## src/rtl/serial_adder_pkg.sv

```systemverilog
// -----------------------------------------------------------------------------
// serial_adder_pkg
//   Shared definitions for the bit-serial adder/subtractor.
//   - state_e     : FSM state encoding (IDLE=0, RUN=1, DONE=2)
//   - cnt_width() : bit-counter width, ceil(log2(WIDTH)), never below 1
// -----------------------------------------------------------------------------
package serial_adder_pkg;

   typedef enum logic [1:0] {
      IDLE = 2'd0,
      RUN  = 2'd1,
      DONE = 2'd2
   } state_e;

   function automatic int cnt_width(input int w);
      return (w <= 2) ? 1 : $clog2(w);
   endfunction

endpackage : serial_adder_pkg

```

## src/rtl/serial_adder_full_adder.sv

```systemverilog
// -----------------------------------------------------------------------------
// full_adder
//   One-bit full adder built from two half-adder stages and an OR gate.
//   Ports:
//     a_i, b_i   : operand bits
//     cin_i      : carry in
//     s_o        : sum bit
//     cout_o     : carry out
// -----------------------------------------------------------------------------
module full_adder (
   input  logic a_i,
   input  logic b_i,
   input  logic cin_i,
   output logic s_o,
   output logic cout_o
);

   logic ha1_s;
   logic ha1_c;
   logic ha2_c;

   // first half adder: a + b
   assign ha1_s = a_i ^ b_i;
   assign ha1_c = a_i & b_i;

   // second half adder: partial sum + carry in
   assign s_o   = ha1_s ^ cin_i;
   assign ha2_c = ha1_s & cin_i;

   // at most one of the two stages can generate a carry
   assign cout_o = ha1_c | ha2_c;

endmodule : full_adder

```

## src/rtl/serial_adder.sv

```systemverilog
// -----------------------------------------------------------------------------
// serial_adder
//   Bit-serial adder/subtractor: one full-adder cell plus a carry flop process
//   the operands LSB first, one bit per clock.
//   Parameters:
//     WIDTH   : operand/result width, 2..32
//   Ports:
//     clk     : rising-edge clock
//     rst     : asynchronous active-high reset
//     start   : request, accepted in IDLE or DONE
//     SUB     : 0 = A+B+CIN, 1 = A-B-CIN (CIN is borrow-in)
//     A, B    : operands, captured with start
//     CIN     : carry/borrow in, captured with start
//     S       : registered result
//     COUT    : carry out (SUB: 1 means no borrow)
//     V       : signed overflow
//     busy    : high while bits are being processed
//     done    : one-cycle pulse when S/COUT/V update
//     state_o : debug view of the FSM state
//
//   Handshake: start is sampled on a rising edge only while busy is low
//   (IDLE or DONE); it is ignored during RUN. busy covers exactly WIDTH
//   cycles, then done pulses for one cycle with the new result. Holding or
//   re-asserting start during DONE chains the next operation with no gap.
// -----------------------------------------------------------------------------
module serial_adder
   import serial_adder_pkg::*;
#(
   parameter int WIDTH = 8
) (
   input  logic             clk,
   input  logic             rst,
   input  logic             start,
   input  logic             SUB,
   input  logic [WIDTH-1:0] A,
   input  logic [WIDTH-1:0] B,
   input  logic             CIN,
   output logic [WIDTH-1:0] S,
   output logic             COUT,
   output logic             V,
   output logic             busy,
   output logic             done,
   output logic [1:0]       state_o
);

   localparam int CW = cnt_width(WIDTH);
   localparam logic [CW-1:0] LAST_BIT = CW'(WIDTH - 1);

   state_e           state_q, state_d;
   logic [WIDTH-1:0] opa_q,   opa_d;
   logic [WIDTH-1:0] opb_q,   opb_d;
   logic [WIDTH-1:0] sreg_q,  sreg_d;
   logic             carry_q, carry_d;
   logic [CW-1:0]    cnt_q,   cnt_d;
   logic [WIDTH-1:0] s_q,     s_d;
   logic             cout_q,  cout_d;
   logic             v_q,     v_d;

   logic fa_s;
   logic fa_co;
   logic cin_msb;

   full_adder u_fa (
      .a_i    (opa_q[0]),
      .b_i    (opb_q[0]),
      .cin_i  (carry_q),
      .s_o    (fa_s),
      .cout_o (fa_co)
   );

   // carry into the bit currently in the adder; on the last bit this is the
   // carry into the MSB, used for signed overflow
   assign cin_msb = carry_q;

   always_ff @(posedge clk or posedge rst) begin
      if (rst) begin
         state_q <= IDLE;
         opa_q   <= '0;
         opb_q   <= '0;
         sreg_q  <= '0;
         carry_q <= 1'b0;
         cnt_q   <= '0;
         s_q     <= '0;
         cout_q  <= 1'b0;
         v_q     <= 1'b0;
      end else begin
         state_q <= state_d;
         opa_q   <= opa_d;
         opb_q   <= opb_d;
         sreg_q  <= sreg_d;
         carry_q <= carry_d;
         cnt_q   <= cnt_d;
         s_q     <= s_d;
         cout_q  <= cout_d;
         v_q     <= v_d;
      end
   end

   always_comb begin
      state_d = state_q;
      opa_d   = opa_q;
      opb_d   = opb_q;
      sreg_d  = sreg_q;
      carry_d = carry_q;
      cnt_d   = cnt_q;
      s_d     = s_q;
      cout_d  = cout_q;
      v_d     = v_q;

      case (state_q)
         IDLE, DONE: begin
            if (start) begin
               state_d = RUN;
               opa_d   = A;
               // subtraction is A + ~B + 1 - borrow_in, so the initial carry
               // is the inverted borrow
               opb_d   = SUB ? ~B : B;
               carry_d = CIN ^ SUB;
               cnt_d   = '0;
            end else begin
               state_d = IDLE;
            end
         end

         RUN: begin
            opa_d   = {1'b0, opa_q[WIDTH-1:1]};
            opb_d   = {1'b0, opb_q[WIDTH-1:1]};
            sreg_d  = {fa_s, sreg_q[WIDTH-1:1]};
            carry_d = fa_co;
            cnt_d   = cnt_q + CW'(1);
            if (cnt_q == LAST_BIT) begin
               state_d = DONE;
               // the final sum bit lands in the MSB on this same edge
               s_d     = {fa_s, sreg_q[WIDTH-1:1]};
               cout_d  = fa_co;
               v_d     = cin_msb ^ fa_co;
            end
         end

         default: state_d = IDLE;
      endcase
   end

   assign S       = s_q;
   assign COUT    = cout_q;
   assign V       = v_q;
   assign busy    = (state_q == RUN);
   assign done    = (state_q == DONE);
   assign state_o = state_q;

endmodule : serial_adder

```

## config.mk

```make
export PLATFORM = sky130hd
export DESIGN_NAME = serial_adder
export DESIGN_NICKNAME = d
export VERILOG_FILES = /design/src/rtl/serial_adder_pkg.sv /design/src/rtl/serial_adder_full_adder.sv /design/src/rtl/serial_adder.sv
export SDC_FILE = /design/constraint.sdc
export NUM_CORES = 1
export LEC_CHECK = 0
export CAP_MARGIN = 40
export CORE_ASPECT_RATIO = 0.75
export CORE_MARGIN = 5
export CORE_UTILIZATION = 50
export DETAILED_ROUTE_END_ITERATION = 8
export MAX_ROUTING_LAYER = met4
export PLACE_DENSITY = 0.78
export SYNTH_ARGS = -nofsm -noshare
export SYNTH_HDL_FRONTEND = slang
export SYNTH_SLANG_ARGS = --single-unit
```

## constraint.sdc

```tcl
create_clock -name clk -period 2.2 [get_ports clk]
set_input_delay 0.22 -clock clk [delete_from_list [all_inputs] [get_ports clk]]
set_output_delay 0.22 -clock clk [all_outputs]
set_load 0.05 [all_outputs]
```

==> run_results.csv, run 1 <==
group,metric,value,unit
status,status,"finished clean",
sta,slew_violations,0,
finish,synthToLayoutAreaGrowth,28.5,%
drt,vias_per_cell,5.46,
synthesis,ys_seq_area_share,57.7,%
cts,path_clk_slew,0.07,ns
cts,ctsResizeCount,0,
sta,setup_viol_count_final,0,
drt,initialDrtViolationCount,34,
synthesis,yosys_most_used_dff,"dfrtp_1",
sta,period_share,88.9,%
synthesis,syn_avg_cell_area,13.6,um2
finish,n_antenna_cell,0,
synthesis,yosys-top-cells-area,"dfrtp_1, mux2_2, a22o_1",
sta,rsz0062_at_grt,"no",
cts,clk_path_buf_depth,2,
drt,drc,0,
power,cellLeakagePower,1.01,nW
floorplan,start_util,51.8,%
floorplan,ioPinCount,35,
drt,first_pass_iters,4,
flow_run,cap_violations,0,
worst_setup_path,arrival,1.74,ns
sta,skew,0.00635,ns
cts,cts_tree,"built",
cts,htree_levels,2,
power,peakVddDrop,0.000763,V
place,io_buffers,34,
cts,cts_hold_buffers,0,
worst_setup_path,path_buf_inv,1,
worst_setup_path,crit_chain,"and2b_1, clkdlybuf4s50_1",
global_routing,grt_usage,14.7,%
worst_setup_path,cp_top_family,"buffers and inverters",
worst_setup_path,required,1.98,ns
worst_setup_path,crit_type,"reg -> out",
synthesis,syn_inst,124,
worst_setup_path,critPathMaxStageDelay,0.79,ns
synthesis,synth-edff-count,0,
global_routing,grt_overflow,0,
global_routing,grt_pass1_wl,5.15,mm
cts,root_buffer,"clkbuf_8",
synthesis,yosysWarnings,0,
worst_setup_path,crit_slowest_cell,"clkdlybuf4s50_1",
synthesis,synthArstFlopShare,100,%
finish,drive_above_1_share,19.4,%
synthesis,ys_ff_latch,39,
synthesis,synth.top_cell.area_share,57.7,%
global_routing,antenna_found_initial,0,
finish,fill_cells,231,
min_path,hold_path_class,"in -> async",
synthesis,synth_nets,148,
place,finalWeightedCongestion,0.738,
floorplan,rows,18,
drt,routed_wl,3.01,mm
floorplan,die_height,60.4,um
synthesis,synth_cell_types,23,
place,hpwl,2.17,mm
worst_setup_path,cp_max_fo,6,
drt,avgRoutedWirePerCell,15.1,um
worst_setup_path,end_kind,"primary output",
sta,maxSlewHeadroom,48.9,%
floorplan,coreArea,3270,um2
sta,hold_slack,0.352,ns
global_routing,grt_max_degree,40,
cts,post_cts_buffers,0,
drt,vias,1092,
synthesis,netlist_area,1690,um2
floorplan,dieArea,4660,um2
sta,worst_pin_slew,0.765,ns
power,power,0.00350,W
floorplan,die_w,77.1,um
sta,setup_tns,0,ns
cts,clkLatencyLatePin,0.29,ns
global_routing,grt_pass1_vias,1131,
sta,min_period,1.96,ns
finish,final_nets,183,
finish,final_util,66.5,%
cts,cts_made_buffers,5,
sta,finalHoldViolCount,0,
synthesis,synth_top_area_cell,"dfrtp_1",
drt,ant_nets,0,
cts,cts_sinks,39,
worst_setup_path,startpoint_type,"register",
power,power_density,1610,nW/um2
sta,fmax,511,MHz
cells by family after synthesis:
kind of cell | Yosys count | synth area share, %
AOI/OAI and AO/OA | 28 | 14.1
xor gates and xnor gates | 10 | 5.18
adders and majority gates | 3 | 2.66
buffers and inverters | 12 | 4.14
DFF | 39 | 57.7
muxes | 17 | 11.3
and+or+nand+nor | 15 | 4.81
worst paths after layout:
path | from | slack, ns | endpoint | cells after the start
min reg2reg | opa_q[5]$_DFFE_PP0P_ | 0.48 | opa_q[5]$_DFFE_PP0P_ | 1
max | state_o[0]$_DFFE_PP0P_ | 0.24 | done | 2
max reg2reg | cnt_q[0]$_DFFE_PP0P_ | 0.50 | S[0]$_DFFE_PP0P_ | 4
max in group asynchronous | rst | 1.51 | opa_q[5]$_DFFE_PP0P_ | 3
min in group clk | opa_q[5]$_DFFE_PP0P_ | 0.48 | opa_q[5]$_DFFE_PP0P_ | 1
min | rst | 0.35 | S[5]$_DFFE_PP0P_ | 3
layer usage:
layer / track usage (%) / up-vias / share of wire [%]
met4: 5.88 / 0 / 1.6
met2: 25.5 / 32 / 51
met5: - / - / 0
li1: - / 512 / -
met3: 4.30 / 6 / 6.6
met1: 16.2 / 542 / 41
cell type report:
type | count | area (um2) | share of cell area [%]
Sequential cell | 39 | 976 | 44.9
Multi-Input combinational cell | 73 | 644 | 29.7
Timing Repair Buffer | 37 | 373 | 17.2
Clock buffer | 6 | 82.6 | 3.80
Tap cell | 40 | 50.0 | 2.30
Clock inverter | 2 | 35.0 | 1.61
Inverter | 3 | 11.3 | 0.518
cells in the final DEF, fill, tap and decap left out:
cell type,netlist,routed
fa_1,1,1
nor2b_1,1,1
o21ai_0,2,2
buf_12,0,1
bufinv_16,0,1
a21o_1,7,7
xnor2_1,9,9
nor2_1,8,8
clkdlybuf4s50_1,0,33
mux2_2,17,17
nand2b_1,1,1
xor2_1,1,1
clkinv_2,0,1
nand2_1,1,1
ha_1,2,2
inv_1,3,3
clkbuf_8,0,6
nor2b_4,1,1
dfrtp_1,39,39
nor2_2,1,1
a22o_1,11,11
buf_4,1,3
and2b_1,1,1
nand3b_1,1,1
a221o_1,8,8
synth_stat cells (2+ instances only):
master,number
dfrtp_1,39
nor2_1,8
o21ai_0,2
a21o_1,7
a22o_1,11
mux2_2,17
xnor2_1,9
inv_1,3
a221o_1,8
ha_1,2
buf_6,2
buf_2,5
sequential cells by signal (all words and copies together), names as in the netlist:
name and cells:
cnt_q 3, sreg_q 7, opa_q 8, opb_q 8, S 8, carry_q 1, state_o 2, V 1
COUT 1
report_power, final:
part	leakage, nW	internal [W]	total, W	switching (W)
logic	0.463	0.000763	0.00162	0.000856
clock network	0.0612	0.000367	0.000610	0.000243
registers	0.482	0.00106	0.00127	0.000209
through the flow:
stage / cell area [um2] / worst slack, ns / std cells
3_3_place_gp: 2050 / 0.509 / 192
4_1_cts: 2170 / 0.231 / 200
5_1_grt: 2170 / 0.152 / 200
6_report: 2170 / 0.244 / 200
2_1_floorplan: 1690 / 0.538 / 124
3_5_place_dp: 2050 / 0.463 / 192
tightest hold or removal path, cell delays in order:
cell and delay (ns):
clkdlybuf4s50_1 0.40, inv_1 0.06, buf_4 0.40
(Power assumes the default switching activity.)
==> run 2, diff against run 1 <==
- ABC_AREA: unset -> 1
- CORE_UTILIZATION: 50 -> 51
==> run 2 against run 1 <==
Worst setup slack lost 0.088 ns; die area grew 6.8%; hold slack lost 0.0079 ns; critical endpoint is now state_o[0]; sequential share of layout area shrank 3.3 points; synthesized cell count grew 85%; highest routed layer unchanged; total power grew 0.22%; cell count grew 59%; via count grew 41%.
==> run_results.csv, run 2 <==
group,metric,value,unit
synthesis,synth_top_area_cell,"dfrtp_1",
synthesis,ys_ff_latch,39,
worst_setup_path,end_kind,"primary output",
sta,skew,0.00489,ns
synthesis,netlist_area,1860,um2
cts,root_buffer,"clkbuf_8",
status,status,"finished clean",
sta,fmax,489,MHz
floorplan,coreArea,3590,um2
synthesis,yosys_most_used_dff,"dfrtp_1",
global_routing,grt_overflow,0,
global_routing,grt_max_degree,40,
drt,ant_nets,0,
sta,setup_tns,0,ns
finish,layout_commonest_cell,"nand2_1",
worst_setup_path,arrival,1.82,ns
min_path,hold_path_class,"in -> async",
synthesis,syn_inst,230,
cts,cts_tree,"built",
synthesis,synthAdderAreaFrac,2.42,%
finish,final_nets,289,
worst_setup_path,r2r_cells,5,
worst_setup_path,crit_chain,"clkdlybuf4s50_1",
synthesis,synth_top_family_by_area,"simple AND/OR/NAND/NOR gates",
place,hpwl,2.51,mm
synthesis,synth_xor_xnor_area_share,0.940,%
worst_setup_path,cp_top_family,"buffers and inverters",
sta,slew_violations,0,
floorplan,start_util,51.9,%
cts,post_cts_buffers,0,
sta,period_share,92.9,%
synthesis,yosys.area_share.simple,35.0,%
synthesis,synth_compound_area_share,1.07,%
finish,n_antenna_cell,0,
sta,finalHoldViolCount,0,
worst_setup_path,cp_max_fo,12,
synthesis,yosys-top-cells-area,"dfrtp_1, nand2_1, nand3_1",
drt,wirelength_met1,1.78,mm
finish,drive_above_1_share,7.89,%
worst_setup_path,startpoint_type,"register",
synthesis,yosysWarnings,0,
floorplan,ioPinCount,35,
power,cellLeakagePower,1.23,nW
sta,maxSlewHeadroom,65.6,%
sta,min_period,2.04,ns
place,io_buffers,34,
sta,rsz0062_at_grt,"no",
drt,dr_wl_met3,193,um
flow_run,cap_violations,0,
cts,cts_hold_buffers,0,
power,power_density,1500,nW/um2
floorplan,die_w,79.8,um
cts,clkLatencyLatePin,0.29,ns
cts,ctsResizeCount,0,
worst_setup_path,critPathMaxStageDelay,0.90,ns
drt,avgRoutedWirePerCell,11.5,um
synthesis,synth_mux_area_share,0,%
sta,hold_slack,0.344,ns
worst_setup_path,crit_slowest_cell,"clkdlybuf4s50_1",
drt,vias,1541,
global_routing,grt_usage,17.2,%
synthesis,ys_seq_area_share,52.4,%
drt,first_pass_iters,4,
worst_setup_path,crit_type,"reg -> out",
floorplan,dieArea,4970,um2
cts,htree_levels,2,
finish,synthToLayoutAreaGrowth,25.9,%
worst_setup_path,path_buf_inv,1,
floorplan,die_height,62.3,um
drt,highest_layer,"met4",
drt,wl_met2,1.60,mm
synthesis,synthArstFlopShare,100,%
synthesis,synth_nets,254,
worst_setup_path,required,1.98,ns
synthesis,synth_cell_types,18,
sta,setup_viol_count_final,0,
drt,vias_per_cell,4.85,
drt,initialDrtViolationCount,118,
power,peakVddDrop,0.000718,V
worst_setup_path,path_depth,1,
drt,drc,0,
synthesis,synthTopCellsByCount,"nand2_1, dfrtp_1, nand3_1",
cts,cts_sinks,39,
global_routing,antenna_found_initial,0,
finish,fill_cells,304,
synthesis,synth-edff-count,0,
finish,final_cell_mix,"nand2_1, dfrtp_1, nand3_1",
global_routing,grt_pass1_vias,1447,
global_routing,grt_pass1_wl,6.66,mm
cts,path_clk_slew,0.07,ns
drt,routed_wl,3.65,mm
synthesis,synth.top_cell.area_share,52.4,%
floorplan,rows,19,
cts,clk_path_buf_depth,2,
cts,cts_made_buffers,5,
synthesis,syn_avg_cell_area,8.10,um2
place,finalWeightedCongestion,0.775,
sta,worst_pin_slew,0.514,ns
synthesis,synth.most_common_cell,"nand2_1",
run 2: metrics by stage:
step | worst slack (ns) | util [%] | power [W] | cells | cell area [um2]
2_1_floorplan | 0.479 | - | 0.00247 | 230 | 1860
3_3_place_gp | 0.500 | 62.0 | 0.00286 | 310 | 2230
3_5_place_dp | 0.482 | 62.0 | 0.00291 | 310 | 2230
4_1_cts | 0.160 | 65.3 | 0.00354 | 318 | 2340
5_1_grt | 0.100 | 65.3 | 0.00381 | 318 | 2340
6_report | 0.156 | 65.3 | 0.00351 | 318 | 2340
run 2: area by class of cell:
| type | count | area, um2 | area share, % |
|---|---|---|---|
| clock buffers | 6 | 82.6 | 3.52 |
| well taps | 52 | 65.1 | 2.77 |
| inverters | 23 | 86.3 | 3.68 |
| flip-flops and latches | 39 | 976 | 41.6 |
| clock inverters | 2 | 35.0 | 1.49 |
| repair buffers | 36 | 365 | 15.6 |
| multi-input cells | 160 | 734 | 31.3 |
run 2: layer usage:
layer  vias to the layer above  global-route usage [%]
met5                         -                       -
met4                         0                    6.96
met3                         7                    3.32
met2                        39                    25.2
met1                       718                    23.6
li1                        777                       -
run 2: logic make-up (layout without fill, tap and decap cells):
| family | Yosys count | after routing |
|---|---|---|
| compound gates | 4 | 4 |
| xor+xnor | 2 | 2 |
| fa+ha+maj | 3 | 3 |
| buf+inv | 31 | 67 |
| flops | 39 | 39 |
| simple gates | 151 | 151 |
run 2: worst paths after layout:
check,start,slack [ns],end
max reg2reg,state_o[0]$_DFFE_PP0P_,0.46,cnt_q[0]$_DFFE_PP0P_
max in group asynchronous,rst,1.52,sreg_q[4]$_DFFE_PP0P_
max,state_o[0]$_DFFE_PP0P_,0.16,state_o[0]
min in group clk,S[3]$_DFFE_PP0P_,0.47,S[3]$_DFFE_PP0P_
min,rst,0.34,opa_q[2]$_DFFE_PP0P_
min reg2reg,S[3]$_DFFE_PP0P_,0.47,S[3]$_DFFE_PP0P_
run 2: where the power goes:
part	total (W)	internal [W]	switching, W
sequential	0.00128	0.00105	0.000228
combinational	0.00162	0.000577	0.00104
clock	0.000611	0.000367	0.000245
==> run 3, diff against run 2 <==
- MAX_ROUTING_LAYER: met4 -> unset
==> run 3 against run 2 <==
Worst setup slack barely moved; combinational power barely moved; cell count stayed put; non-clock buffer count stayed put; sequential share of layout area did not move; register-to-register slack hardly changed; clock skew is essentially flat; highest routed layer unchanged.
==> run_results.csv, run 3 (synthesized netlist as in run 2, its figures left out) <==
group,metric,value,unit
cts,clk_path_buf_depth,2,
sta,maxSlewHeadroom,65.6,%
global_routing,antenna_found_initial,0,
power,cellLeakagePower,1.23,nW
power,power_density,1500,nW/um2
sta,worst_pin_slew,0.514,ns
worst_setup_path,crit_type,"reg -> out",
cts,cts_sinks,39,
place,post-place-ws,0.482,ns
cts,post_cts_buffers,0,
power,power,0.00351,W
worst_setup_path,path_buf_inv,1,
finish,synthToLayoutAreaGrowth,25.9,%
sta,hold_slack,0.344,ns
floorplan,die_w,79.8,um
global_routing,grt_usage,16.7,%
cts,htree_levels,2,
global_routing,grt_overflow,0,
drt,initialDrtViolationCount,117,
global_routing,grt_max_degree,40,
cts,ctsResizeCount,0,
sta,setup_viol_count_final,0,
place,dpl.cell_count,310,
worst_setup_path,critPathMaxStageDelay,0.90,ns
worst_setup_path,crit_chain,"clkdlybuf4s50_1",
cts,cts_hold_buffers,0,
sta,timing.final.ws_setup,0.156,ns
floorplan,dieArea,4970,um2
sta,fmax,489,MHz
flow_run,cap_violations,0,
drt,ant_nets,0,
sta,min_period,2.04,ns
worst_setup_path,arrival,1.82,ns
worst_setup_path,cp_top_family,"buffers and inverters",
sta,rsz0062_at_grt,"no",
cts,root_buffer,"clkbuf_8",
finish,n_antenna_cell,0,
finish,final_nets,289,
floorplan,coreArea,3590,um2
cts,cts_made_buffers,5,
drt,routed_wl,3.64,mm
finish,final_cell_mix,"nand2_1, dfrtp_1, nand3_1",
drt,avgRoutedWirePerCell,11.4,um
drt,vias,1541,
drt,first_pass_iters,4,
worst_setup_path,crit_slowest_cell,"clkdlybuf4s50_1",
drt,drc,0,
sta,slew_violations,0,
sta,skew,0.00498,ns
finish,layout_commonest_cell,"nand2_1",
worst_setup_path,end_kind,"primary output",
worst_setup_path,required,1.98,ns
worst_setup_path,startpoint_type,"register",
finish,drive_above_1_share,7.89,%
min_path,hold_path_class,"in -> async",
worst_setup_path,cp_max_fo,12,
cts,cts_tree,"built",
sta,finalHoldViolCount,0,
floorplan,rows,19,
place,finalWeightedCongestion,0.765,
place,io_buffers,34,
floorplan,die_height,62.3,um
global_routing,grt_pass1_vias,1447,
power,peakVddDrop,0.000718,V
place,hpwl,2.51,mm
floorplan,ioPinCount,35,
status,status,"finished clean",
sta,setup_tns,0,ns
sta,period_share,92.9,%
cts,clkLatencyLatePin,0.29,ns
finish,finalNonFillerCells,318,
global_routing,grt_pass1_wl,6.66,mm
drt,vias_per_cell,4.85,
floorplan,start_util,51.9,%
cts,path_clk_slew,0.07,ns
-- run 3: cell counts in the layout (fill, tap and decap cells not counted) --
No cell type changed its count.
-- run 3: path summary, 6_finish.rpt --
check / from / end / slack, ns / depth (start not counted)
worst max-delay path: state_o[0]$_DFFE_PP0P_ / state_o[0] / 0.16 / 1
worst min-delay path: rst / opa_q[2]$_DFFE_PP0P_ / 0.34 / 3
worst max register to register: state_o[0]$_DFFE_PP0P_ / cnt_q[0]$_DFFE_PP0P_ / 0.46 / 5
worst min register to register: S[3]$_DFFE_PP0P_ / S[3]$_DFFE_PP0P_ / 0.47 / 2
max in group asynchronous: rst / sreg_q[4]$_DFFE_PP0P_ / 1.52 / 3
min in group clk: S[3]$_DFFE_PP0P_ / S[3]$_DFFE_PP0P_ / 0.47 / 2
-- run 3: final cells by class --
class | instances | area (um2)
inverters | 23 | 86.3
clock buffers | 6 | 82.6
clock inverters | 2 | 35.0
fillers | 304 | 1240
flip-flops and latches | 39 | 976
repair buffers | 36 | 365
well taps | 52 | 65.1
multi-input cells | 160 | 734
-- run 3: power breakdown --
part	switching, W	internal (W)	total (W)
registers	0.000227	0.00105	0.00128
logic	0.00104	0.000577	0.00162
clock network	0.000245	0.000367	0.000611
-- run 3: layer usage --
metal	global-route usage [%]	vias up	share of wire (%)
met2	25.2	43	44
met1	23.6	714	48
met4	6.96	0	1.9
met5	0	-	0
li1	-	777	-
met3	3.32	7	5.7
-- run 3: tightest hold or removal path, cell delays in order --
cell             delay (ns)
clkdlybuf4s50_1        0.40
inv_1                  0.05
buf_4                  0.40
-- run 3: metrics by stage --
| stage | area (um2) | util (%) |
|---|---|---|
| finish | 2340 | 65.3 |
| global route | 2340 | 65.3 |
| CTS | 2340 | 65.3 |
| detailed placement | 2230 | 62.0 |
| global placement | 2230 | 62.0 |
| floorplan | 1860 | - |
